$ cat config.mk
export PLATFORM = sky130hd
export DESIGN_NAME = issue_ctrl
export DESIGN_NICKNAME = d
export VERILOG_FILES = /design/src/rtl/issue_ctrl.sv
export SDC_FILE = /design/constraint.sdc
export NUM_CORES = 1
export LEC_CHECK = 0
export ABC_CLOCK_PERIOD_IN_PS = 3800
export CAP_MARGIN = 20
export CORE_AREA = 2 2 123 125
export CTS_BUF_LIST = sky130_fd_sc_hd__clkbuf_2 sky130_fd_sc_hd__clkbuf_4 sky130_fd_sc_hd__clkbuf_8
export DETAILED_ROUTE_END_ITERATION = 7
export DIE_AREA = 0 0 125 127
export HOLD_SLACK_MARGIN = 0.05
export PLACE_DENSITY = 0.79
export SLEW_MARGIN = 20
export SYNTH_ARGS = -nofsm -noshare
export SYNTH_HDL_FRONTEND = slang
export SYNTH_SLANG_ARGS = --single-unit
$ cat constraint.sdc
create_clock -name clk_in -period 3.8 [get_ports clk_in]
set_input_delay 0.76 -clock clk_in [delete_from_list [all_inputs] [get_ports clk_in]]
set_output_delay 0.76 -clock clk_in [all_outputs]
set_load 0.01 [all_outputs]
$ cat src/rtl/issue_ctrl.sv
`timescale 1ns/1ps
`default_nettype none
// ============================================================================
//  Module   : issue_ctrl
//  Purpose  : Holds one fetched instruction, presents it to the external
//             combinational decoder, checks back-end capacity and issues the
//             decoded result to the ROB plus either the reservation station
//             or the load/store buffer. Illegal words are dropped and counted.
//  Ports    : clk_in/rst_n          clock, asynchronous active-low reset
//             rdy_in/flush_in       global enable, mispredict flush
//             if_*                  instruction-queue handshake and payload
//             dec_*                 latched word out / decoded fields back in
//             rob_full/rs_full/lsb_full/rob_tail  back-end capacity and tag
//             rob_issue/rs_issue/lsb_issue, iss_*  issue strobes and payload
//             ren_en/ren_rd         register-rename request
//             ill_cnt               saturating count of dropped illegal words
//  Revision : 1.0  initial release
// ============================================================================
module issue_ctrl #(
    parameter int ROB_W  = 4,
    parameter int TYPE_W = 6,
    parameter int EREG_W = 6
) (
    input  logic              clk_in,
    input  logic              rst_n,
    input  logic              rdy_in,
    input  logic              flush_in,
    input  logic              if_valid,
    input  logic [31:0]       if_code,
    input  logic [31:0]       if_pc,
    input  logic              if_pred,
    output logic              if_ready,
    output logic [31:0]       dec_code,
    output logic [31:0]       dec_pc,
    input  logic [TYPE_W-1:0] dec_type,
    input  logic [EREG_W-1:0] dec_rd,
    input  logic [EREG_W-1:0] dec_rs1,
    input  logic [EREG_W-1:0] dec_rs2,
    input  logic [31:0]       dec_imm,
    input  logic              rob_full,
    input  logic              rs_full,
    input  logic              lsb_full,
    input  logic [ROB_W-1:0]  rob_tail,
    output logic              rob_issue,
    output logic              rs_issue,
    output logic              lsb_issue,
    output logic [TYPE_W-1:0] iss_type,
    output logic [EREG_W-1:0] iss_rd,
    output logic [EREG_W-1:0] iss_rs1,
    output logic [EREG_W-1:0] iss_rs2,
    output logic [31:0]       iss_imm,
    output logic [31:0]       iss_pc,
    output logic              iss_pred,
    output logic [ROB_W-1:0]  iss_tag,
    output logic              ren_en,
    output logic [4:0]        ren_rd,
    output logic [15:0]       ill_cnt
);

    localparam logic [6:0]  OP_LOAD   = 7'h03;
    localparam logic [6:0]  OP_STORE  = 7'h23;
    localparam logic [6:0]  OP_BRANCH = 7'h63;
    localparam logic [15:0] ILL_MAX   = 16'hFFFF;

    typedef enum logic [0:0] {
        IDLE = 1'b0,
        HOLD = 1'b1
    } state_t;

    state_t      state_q, state_d;
    logic [31:0] code_q, code_d;
    logic [31:0] pc_q, pc_d;
    logic        pred_q, pred_d;
    logic [15:0] ill_cnt_q, ill_cnt_d;

    logic [6:0]  w_opcode;
    logic        w_hold;
    logic        w_go;
    logic        w_is_lsb;
    logic        w_illegal;
    logic        w_room;
    logic        w_can_issue;
    logic        w_issue;
    logic        w_drop;

    assign w_opcode  = code_q[6:0];
    assign w_hold    = (state_q == HOLD);
    // Flush outranks everything, so it blocks progress just like rdy_in low.
    assign w_go      = rdy_in && !flush_in;
    assign w_is_lsb  = (w_opcode == OP_LOAD) || (w_opcode == OP_STORE);
    assign w_illegal = (dec_type == '0);
    assign w_room    = !rob_full && !(w_is_lsb ? lsb_full : rs_full);

    assign w_can_issue = w_hold && w_go && w_room;
    assign w_issue     = w_can_issue && !w_illegal;
    // Illegal words are consumed regardless of back-end capacity.
    assign w_drop      = w_hold && w_go && w_illegal;

    // rst_n gating keeps the handshake quiet for the whole reset window,
    // since IDLE on its own would otherwise advertise readiness.
    assign if_ready = rst_n && w_go && (!w_hold || w_issue || w_drop);

    assign rob_issue = w_issue;
    assign rs_issue  = w_issue && !w_is_lsb;
    assign lsb_issue = w_issue && w_is_lsb;

    assign dec_code = code_q;
    assign dec_pc   = pc_q;

    assign iss_type = dec_type;
    assign iss_rd   = dec_rd;
    assign iss_rs1  = dec_rs1;
    assign iss_rs2  = dec_rs2;
    assign iss_imm  = dec_imm;
    assign iss_pc   = pc_q;
    assign iss_pred = pred_q;
    assign iss_tag  = rob_tail;

    // Stores and branches write no register; x0 is never renamed.
    assign ren_en = w_issue && (w_opcode != OP_BRANCH) && (w_opcode != OP_STORE)
                    && (code_q[11:7] != 5'd0);
    assign ren_rd = code_q[11:7];

    assign ill_cnt = ill_cnt_q;

    always_ff @(posedge clk_in or negedge rst_n) begin
        if (!rst_n) begin
            state_q   <= IDLE;
            code_q    <= 32'd0;
            pc_q      <= 32'd0;
            pred_q    <= 1'b0;
            ill_cnt_q <= 16'd0;
        end else begin
            state_q   <= state_d;
            code_q    <= code_d;
            pc_q      <= pc_d;
            pred_q    <= pred_d;
            ill_cnt_q <= ill_cnt_d;
        end
    end

    always_comb begin
        state_d   = state_q;
        code_d    = code_q;
        pc_d      = pc_q;
        pred_d    = pred_q;
        ill_cnt_d = ill_cnt_q;

        if (flush_in) begin
            state_d = IDLE;
            code_d  = 32'd0;
            pc_d    = 32'd0;
            pred_d  = 1'b0;
        end else if (rdy_in) begin
            if (if_valid && if_ready) begin
                // Accept overlaps the drain of the previous word, giving
                // one instruction per cycle when nothing stalls.
                state_d = HOLD;
                code_d  = if_code;
                pc_d    = if_pc;
                pred_d  = if_pred;
            end else if (w_issue || w_drop) begin
                state_d = IDLE;
            end

            if (w_drop && (ill_cnt_q != ILL_MAX)) begin
                ill_cnt_d = ill_cnt_q + 16'd1;
            end
        end
    end

endmodule
`default_nettype wire

Word level (Yosys, flattened, before mapping)

Cells that the tools add are included.

Memories: 0
Output and inout port bits: 183
Memory bits (writable): 0
Memory bits (read-only): 0
Logic and storage cells: 59
Latch bits: 0
Bits in registers: 82

Multipliers: 0
Bitwise operators: 1
Add/subtract/negate cells: 1
$lt $le $gt $ge: 0
Equality and inequality tests: 5
Reduce and logical (&&, ||, !) cells: 33
Shift operators: 0
Divide/modulo/power cells: 0
Multiplexer cells: 14

Operators with widths:

| operator                | count |
|---|---|
| $mux W32                | 6 |
| $add A16 B1 Y16 const B | 1 |
| $ne A16 B16 Y1 const B  | 1 |
| $logic_and A1 B1 Y1     | 15 |
| $mux W1                 | 8 |
| $eq A7 B2 Y1 const B    | 1 |
| $eq A7 B6 Y1 const B    | 1 |
| $ne A7 B6 Y1 const B    | 1 |
| $ne A7 B7 Y1 const B    | 1 |
| $logic_not A1 Y1        | 6 |
| $logic_not A6 Y1        | 1 |
| $reduce_bool A5 Y1      | 1 |
| $logic_or A1 B1 Y1      | 4 |
| $reduce_and A2 Y1       | 2 |
| $reduce_bool A2 Y1      | 2 |
| $reduce_and A3 Y1       | 1 |
| $reduce_bool A3 Y1      | 1 |
| $not A1 Y1              | 1 |

Depth between registers and ports, before layout

Word-level depth: 14
Gate-level depth with buffers: 7
Mapped depth without buffers: 5

Least setup slack after synthesis

OpenSTA, ideal clock, no wires.

Path type: input-to-output
From: input port dec_type[1]
To: output port if_ready
Buffers on the path: 2
Stages: 6
Arrival: 1.921 ns
Required time: 3.040 ns
Slack: 1.119 ns
Cell sequence: nor4_4 > a31oi_1 > buf_2 > o31a_1 > buf_2 > nor2_1

Cells in the longest elaborated chain, start to end: 6
Elaborated cells between the ends (all ways): 7
Classes of those cells: reduce/logical (7)

RTL lines:

| item                  | line | text |
|---|---|---|
| start, declared       | 35   | `input logic [TYPE_W-1:0] dec_type,` |
| $logic_not A6 Y1 *    | 91   | `assign w_illegal = (dec_type == '0);` |
| $logic_not A1 Y1      | 95   | `assign w_issue = w_can_issue && !w_illegal;` |
| $logic_and A1 B1 Y1   | 95   |  |
| $logic_or A1 B1 Y1    | 101  | `assign if_ready = rst_n && w_go && (!w_hold \|\| w_issue \|\| w_drop);` |
| $logic_or A1 B1 Y1 *  | 101  |  |
| $logic_and A1 B1 Y1 * | 101  |  |
| end, declared         | 32   | `output logic if_ready,` |

Every way passes the cells marked *; elsewhere a longest branch is shown, timed or not.

Worst setup path in the final report

From: input port lsb_full
To: output port ren_en

Cells in the longest elaborated chain, start to end: 8

RTL lines:

| item                              | line | text |
|---|---|---|
| start, declared                   | 42   | `input logic lsb_full,` |
| $mux W1                           | 92   | `assign w_room = !rob_full && !(w_is_lsb ? lsb_full : rs_full);` |
| $logic_not A1 Y1                  | 92   |  |
| $logic_and A1 B1 Y1               | 92   |  |
| $logic_and A1 B1 Y1               | 94   | `assign w_can_issue = w_hold && w_go && w_room;` |
| $logic_and A1 B1 Y1               | 95   |  |
| $logic_and A1 B1 Y1 (2 in series) | 120  | `assign ren_en = w_issue && (w_opcode != OP_BRANCH) && (w_opcode != OP_STORE)` |
| $logic_and A1 B1 Y1               | 121  | `&& (code_q[11:7] != 5'd0);` |
| end, declared                     | 55   | `output logic ren_en,` |

No other way between the ends.

==> results.md <==
Timing:
- The final-report max-slew violation count came to 0.
- The number of endpoints failing setup at the final stage is 0.
- Setup total negative slack on the finished layout was measured at 0 ns.
- The transition time of the tightest slew-check pin is 0.962 ns.
- The count of final hold-check violations came to 0.
- In the finished design, the share of the clock period the worst path needs comes to 0.926.
- Hold timing on the final database bottoms out at a slack of 0.232 ns.
- Measured against its own limit, the worst slew margin works out to 0.359.
- Setup repair after global routing left no endpoint under its margin.
- Timing would allow up to 284 MHz.
- The worst clock skew is 0.0150 ns.
- The final setup slack of the worst path is 0.281 ns.
- The shortest clock period the worst path allows after layout is 3.52 ns.

Synthesis:
- Synthesis handed over a netlist of 571 instances.
- Of the post-synthesis cell area, the dominant cell type holds 0.383.
- After synthesis the netlist holds a flip-flop and latch count of 82.
- Summed over all instances, the cell type with the most area after synthesis is sky130_fd_sc_hd__dfrtp_1.
- The synthesized design contains 0 enable-type register cells.
- The most used flip-flop cell after synthesis is sky130_fd_sc_hd__dfrtp_1.
- For this run, the number of Yosys warnings is 0.
- The synthesized netlist occupies a cell area of 5360 sq um.
- Averaged over all synthesized cells, the footprint is 9.39 sq um.
- Of the synthesized area, sequential elements account for 0.383.
- After synthesis, the netlist uses 39 different library cells.
- The most frequent cell after synthesis is sky130_fd_sc_hd__buf_4.
- Synthesis produced a netlist with a net count of 705.
- Sorting the synthesized cells by how often they occur yields sky130_fd_sc_hd__buf_4 (100), sky130_fd_sc_hd__dfrtp_1 (82), sky130_fd_sc_hd__inv_1 (68).
- By area the synthesized netlist is led by sky130_fd_sc_hd__dfrtp_1 (38%), sky130_fd_sc_hd__buf_4 (14%), sky130_fd_sc_hd__o32ai_2 (9.1%).
- Counting flops with an async set or reset pin after synthesis yields a share of 1.00.

Placed design:
- The routability congestion estimate is 0.801.
- During placement, the flow inserted port buffers numbering 207.
- Timing analysis after detailed placement gives a worst setup slack of 0.263 ns.
- Once placement finished, the instance area stood at 6880 sq um.
- Detailed placement finished with a half-perimeter wire length of 9.18 mm.

Pwr:
- Of the total power, the share spent switching nets is 0.248.
- The leakage power summed over all cells is 3.03 nW.
- The share of total power dissipated in combinational logic is 0.170.
- The cell-internal power is 0.00146 W.
- The share of total power dissipated in the clock network is 0.360.
- The worst vdd rail ir drop is 0.000184 V.
- The net switching power of the design is 0.000482 W.
- The power density of the placed cells is 274 nW/um^2.
- The power share of the sequential group is 0.471.

Clock network:
- The CTS H-tree depth is 3.
- The cell sitting at the root of the clock tree is a sky130_fd_sc_hd__clkbuf_8.
- The count of instances resized after the clock tree is built is 0.
- The number of buffers created by CTS is 9.
- TritonCTS built the clock tree.
- The clock passes through at most 2 buffers.
- The clock latency at the later pin of the worst-skew pair is 0.36 ns.
- After clock tree synthesis, the flow added hold-fix buffers numbering 0.
- The clock-pin slew reported for the worst setup and hold paths after clock tree synthesis is 0.08 ns.
- CTS saw 82 sinks.
- Once the clock tree was built, the setup fixing pass inserted 0 buffers.

Run:
- The max-capacitance violation count is 0.

Detailed routing:
- In the final routed layout, each cell accounts on average for 16.5 um.
- Dividing the detail-routed via count by the number of cells gives 5.06.
- The detailed-route via count is 4292.
- The remaining design rule violation count is 0.
- The total wire length after detailed routing is 14.0 mm.
- The number of antenna-violating nets in the routed design is 0.
- The first routing iteration left 205 violations.
- The number of optimization iterations in the first detailed-route pass is 4.

Global routing:
- The wire length of the first global-routing pass is 22.4 mm.
- The total routing usage reported by global routing is 0.174.
- The via count of the first global-routing pass came to 4264.
- The total global routing overflow is 0.
- The initial antenna violation count is 0.
- The pin count of the biggest net entering global routing is 132.

Floorplanning:
- The number of placed I/O pins is 316.
- For this configuration, the core starts out at a cell density of 0.372.
- The region available for standard cell placement spans 14400 sq um.
- The die area is 15900 sq um.
- The die is 127 um tall.
- The width of the die is 125 um.
- The floorplan has 44 rows.

Worst setup path:
- The worst flop-to-flop path endpoint is dec_pc[5].
- The critical path launch point type is a primary input.
- By startpoint and endpoint, the worst setup path is classified as in -> out.
- For the worst setup path, the data arrival time is 2.76 ns.
- The launching instance or port of the critical path is lsb_full.
- The critical register-to-register path startpoint is dec_code[3].
- Setup slack on the worst reg-to-reg path comes out at 1.23 ns.
- At the worst endpoint, the required time is 3.04 ns.
- The critical path ends at ren_en.
- STA classifies the critical path endpoint as an output pin.
- The cell count of the worst reg-to-reg path is 6.
- Along the worst path, the maximum fanout reaches 3.

Min path:
- The class of the most critical hold timing path is in -> async.

Final layout:
- Counting the fill cells in the layout gives 1330.
- The post-layout net count is 796.
- In the final layout, the share of cells above drive strength 1 is 0.102.
- The multi-input combinational cells in the finished layout cover a total of 2140 sq um.
- Once layout is complete, the utilization of the core stands at 0.492.
- The sequential cells in the finished layout cover a total of 2050 sq um.
- The cell area after layout is 7090 sq um.
- The total inserted antenna cells is 0.
- Relative to the synthesized area, the layout overhead comes to 32.2%.

Outcome:
- The flow ran to the end, and the final reports show no timing, DRC or antenna violations.
==> critical path: stages <==
cell                              delay, ns
sky130_fd_sc_hd__clkdlybuf4s50_1       0.39
sky130_fd_sc_hd__nor4b_1               0.15
sky130_fd_sc_hd__buf_4                 0.17
sky130_fd_sc_hd__or2_2                 0.31
sky130_fd_sc_hd__a2111oi_0             0.38
sky130_fd_sc_hd__clkdlybuf4s50_1       0.61
==> logic make-up (layout without fill, tap and decap cells) <==
family	after synthesis	count (layout)	share of synthesized area
adder cells (fa/ha/maj)	1	1	0.00233
buffers and inverters	208	302	0.224
AO/OA/AOI/OAI	141	141	0.224
flip-flops	82	82	0.383
XOR/XNOR	12	12	0.0196
AND/OR/NAND/NOR	123	123	0.140
multiplexers	4	4	0.00793
==> state kept, by name, summed over array words and instances, names as in the netlist <==
register,count
dec_code,32
ill_cnt,16
iss_pred,1
state_q,1
dec_pc,32
==> power by group through the flow <==
| stage | Sequential, W | Clock, W | Combinational, W |
|---|---|---|---|
| 4_1_cts | 0.000915 | 0.000731 | 0.000335 |
| 6_report | 0.000915 | 0.000699 | 0.000330 |
| 5_1_grt | 0.000919 | 0.000769 | 0.000358 |
| 3_3_place_gp | 0.000931 | 0 | 0.000332 |
| 3_5_place_dp | 0.000932 | 0 | 0.000334 |
| 2_1_floorplan | 0.000940 | 0 | 0.000194 |
==> final cells by class <==
cell class	instances	share of cell area
clock inverters	3	0.00917
repair buffers	220	0.310
flip-flops and latches	82	0.289
well taps	184	0.0325
clock buffers	11	0.0205
inverters	68	0.0360
multi-input cells	281	0.302
==> per-stage QoR <==
| step | total power [W] | std cells |
|---|---|---|
| 6_report | 0.00194 | 849 |
| 5_1_grt | 0.00205 | 849 |
| 4_1_cts | 0.00198 | 849 |
| 3_5_place_dp | 0.00127 | 835 |
| 3_3_place_gp | 0.00126 | 835 |
| 2_1_floorplan | 0.00113 | 571 |
==> placed cells by master, fill, tap and decap left out, types with 2 or more instances in the layout <==
| cell | count |
|---|---|
| sky130_fd_sc_hd__nand3_1 | 9 |
| sky130_fd_sc_hd__mux2i_1 | 2 |
| sky130_fd_sc_hd__nand2_1 | 10 |
| sky130_fd_sc_hd__o32ai_1 | 35 |
| sky130_fd_sc_hd__clkbuf_8 | 10 |
| sky130_fd_sc_hd__mux2_2 | 2 |
| sky130_fd_sc_hd__nor2_1 | 6 |
| sky130_fd_sc_hd__dfrtp_1 | 82 |
| sky130_fd_sc_hd__a211oi_1 | 2 |
| sky130_fd_sc_hd__xor2_1 | 12 |
| sky130_fd_sc_hd__or3_1 | 2 |
| sky130_fd_sc_hd__buf_12 | 3 |
| sky130_fd_sc_hd__o21ai_0 | 65 |
| sky130_fd_sc_hd__nor3_1 | 5 |
| sky130_fd_sc_hd__nand4_1 | 2 |
| sky130_fd_sc_hd__nor2b_1 | 66 |
| sky130_fd_sc_hd__buf_4 | 11 |
| sky130_fd_sc_hd__and3_1 | 4 |
| sky130_fd_sc_hd__inv_1 | 68 |
| sky130_fd_sc_hd__nor4_2 | 2 |
| sky130_fd_sc_hd__a21oi_1 | 2 |
| sky130_fd_sc_hd__bufinv_16 | 2 |
| sky130_fd_sc_hd__nor4b_1 | 2 |
| sky130_fd_sc_hd__o32ai_2 | 30 |
| sky130_fd_sc_hd__nor4_1 | 6 |
| sky130_fd_sc_hd__clkdlybuf4s50_1 | 205 |
==> how the worst min path moves through the flow <==
| stage | cells after the start | startpoint | slack (ns) | end |
|---|---|---|---|---|
| 6_report | 1 | rst_n | 0.23 | ill_cnt[11] |
| 5_1_grt | 1 | rst_n | 0.21 | ill_cnt[3] |
| 4_1_cts | 1 | rst_n | 0.20 | ill_cnt[11] |
| 3_5_place_dp | 1 | ill_cnt[5] | 0.49 | ill_cnt[5] |
| 3_3_place_gp | 1 | ill_cnt[5] | 0.48 | ill_cnt[5] |
| 2_1_floorplan | 0 | rst_n | 0.46 | dec_code[0] |
==> routing by layer <==
layer / routed length (um) / global-route usage
met2: 6400 / 0.271
met1: 6200 / 0.225
met5: 0 / 0
met4: 399 / 0.0771
met3: 1040 / 0.0544
Power figures use the tool's default switching activity.
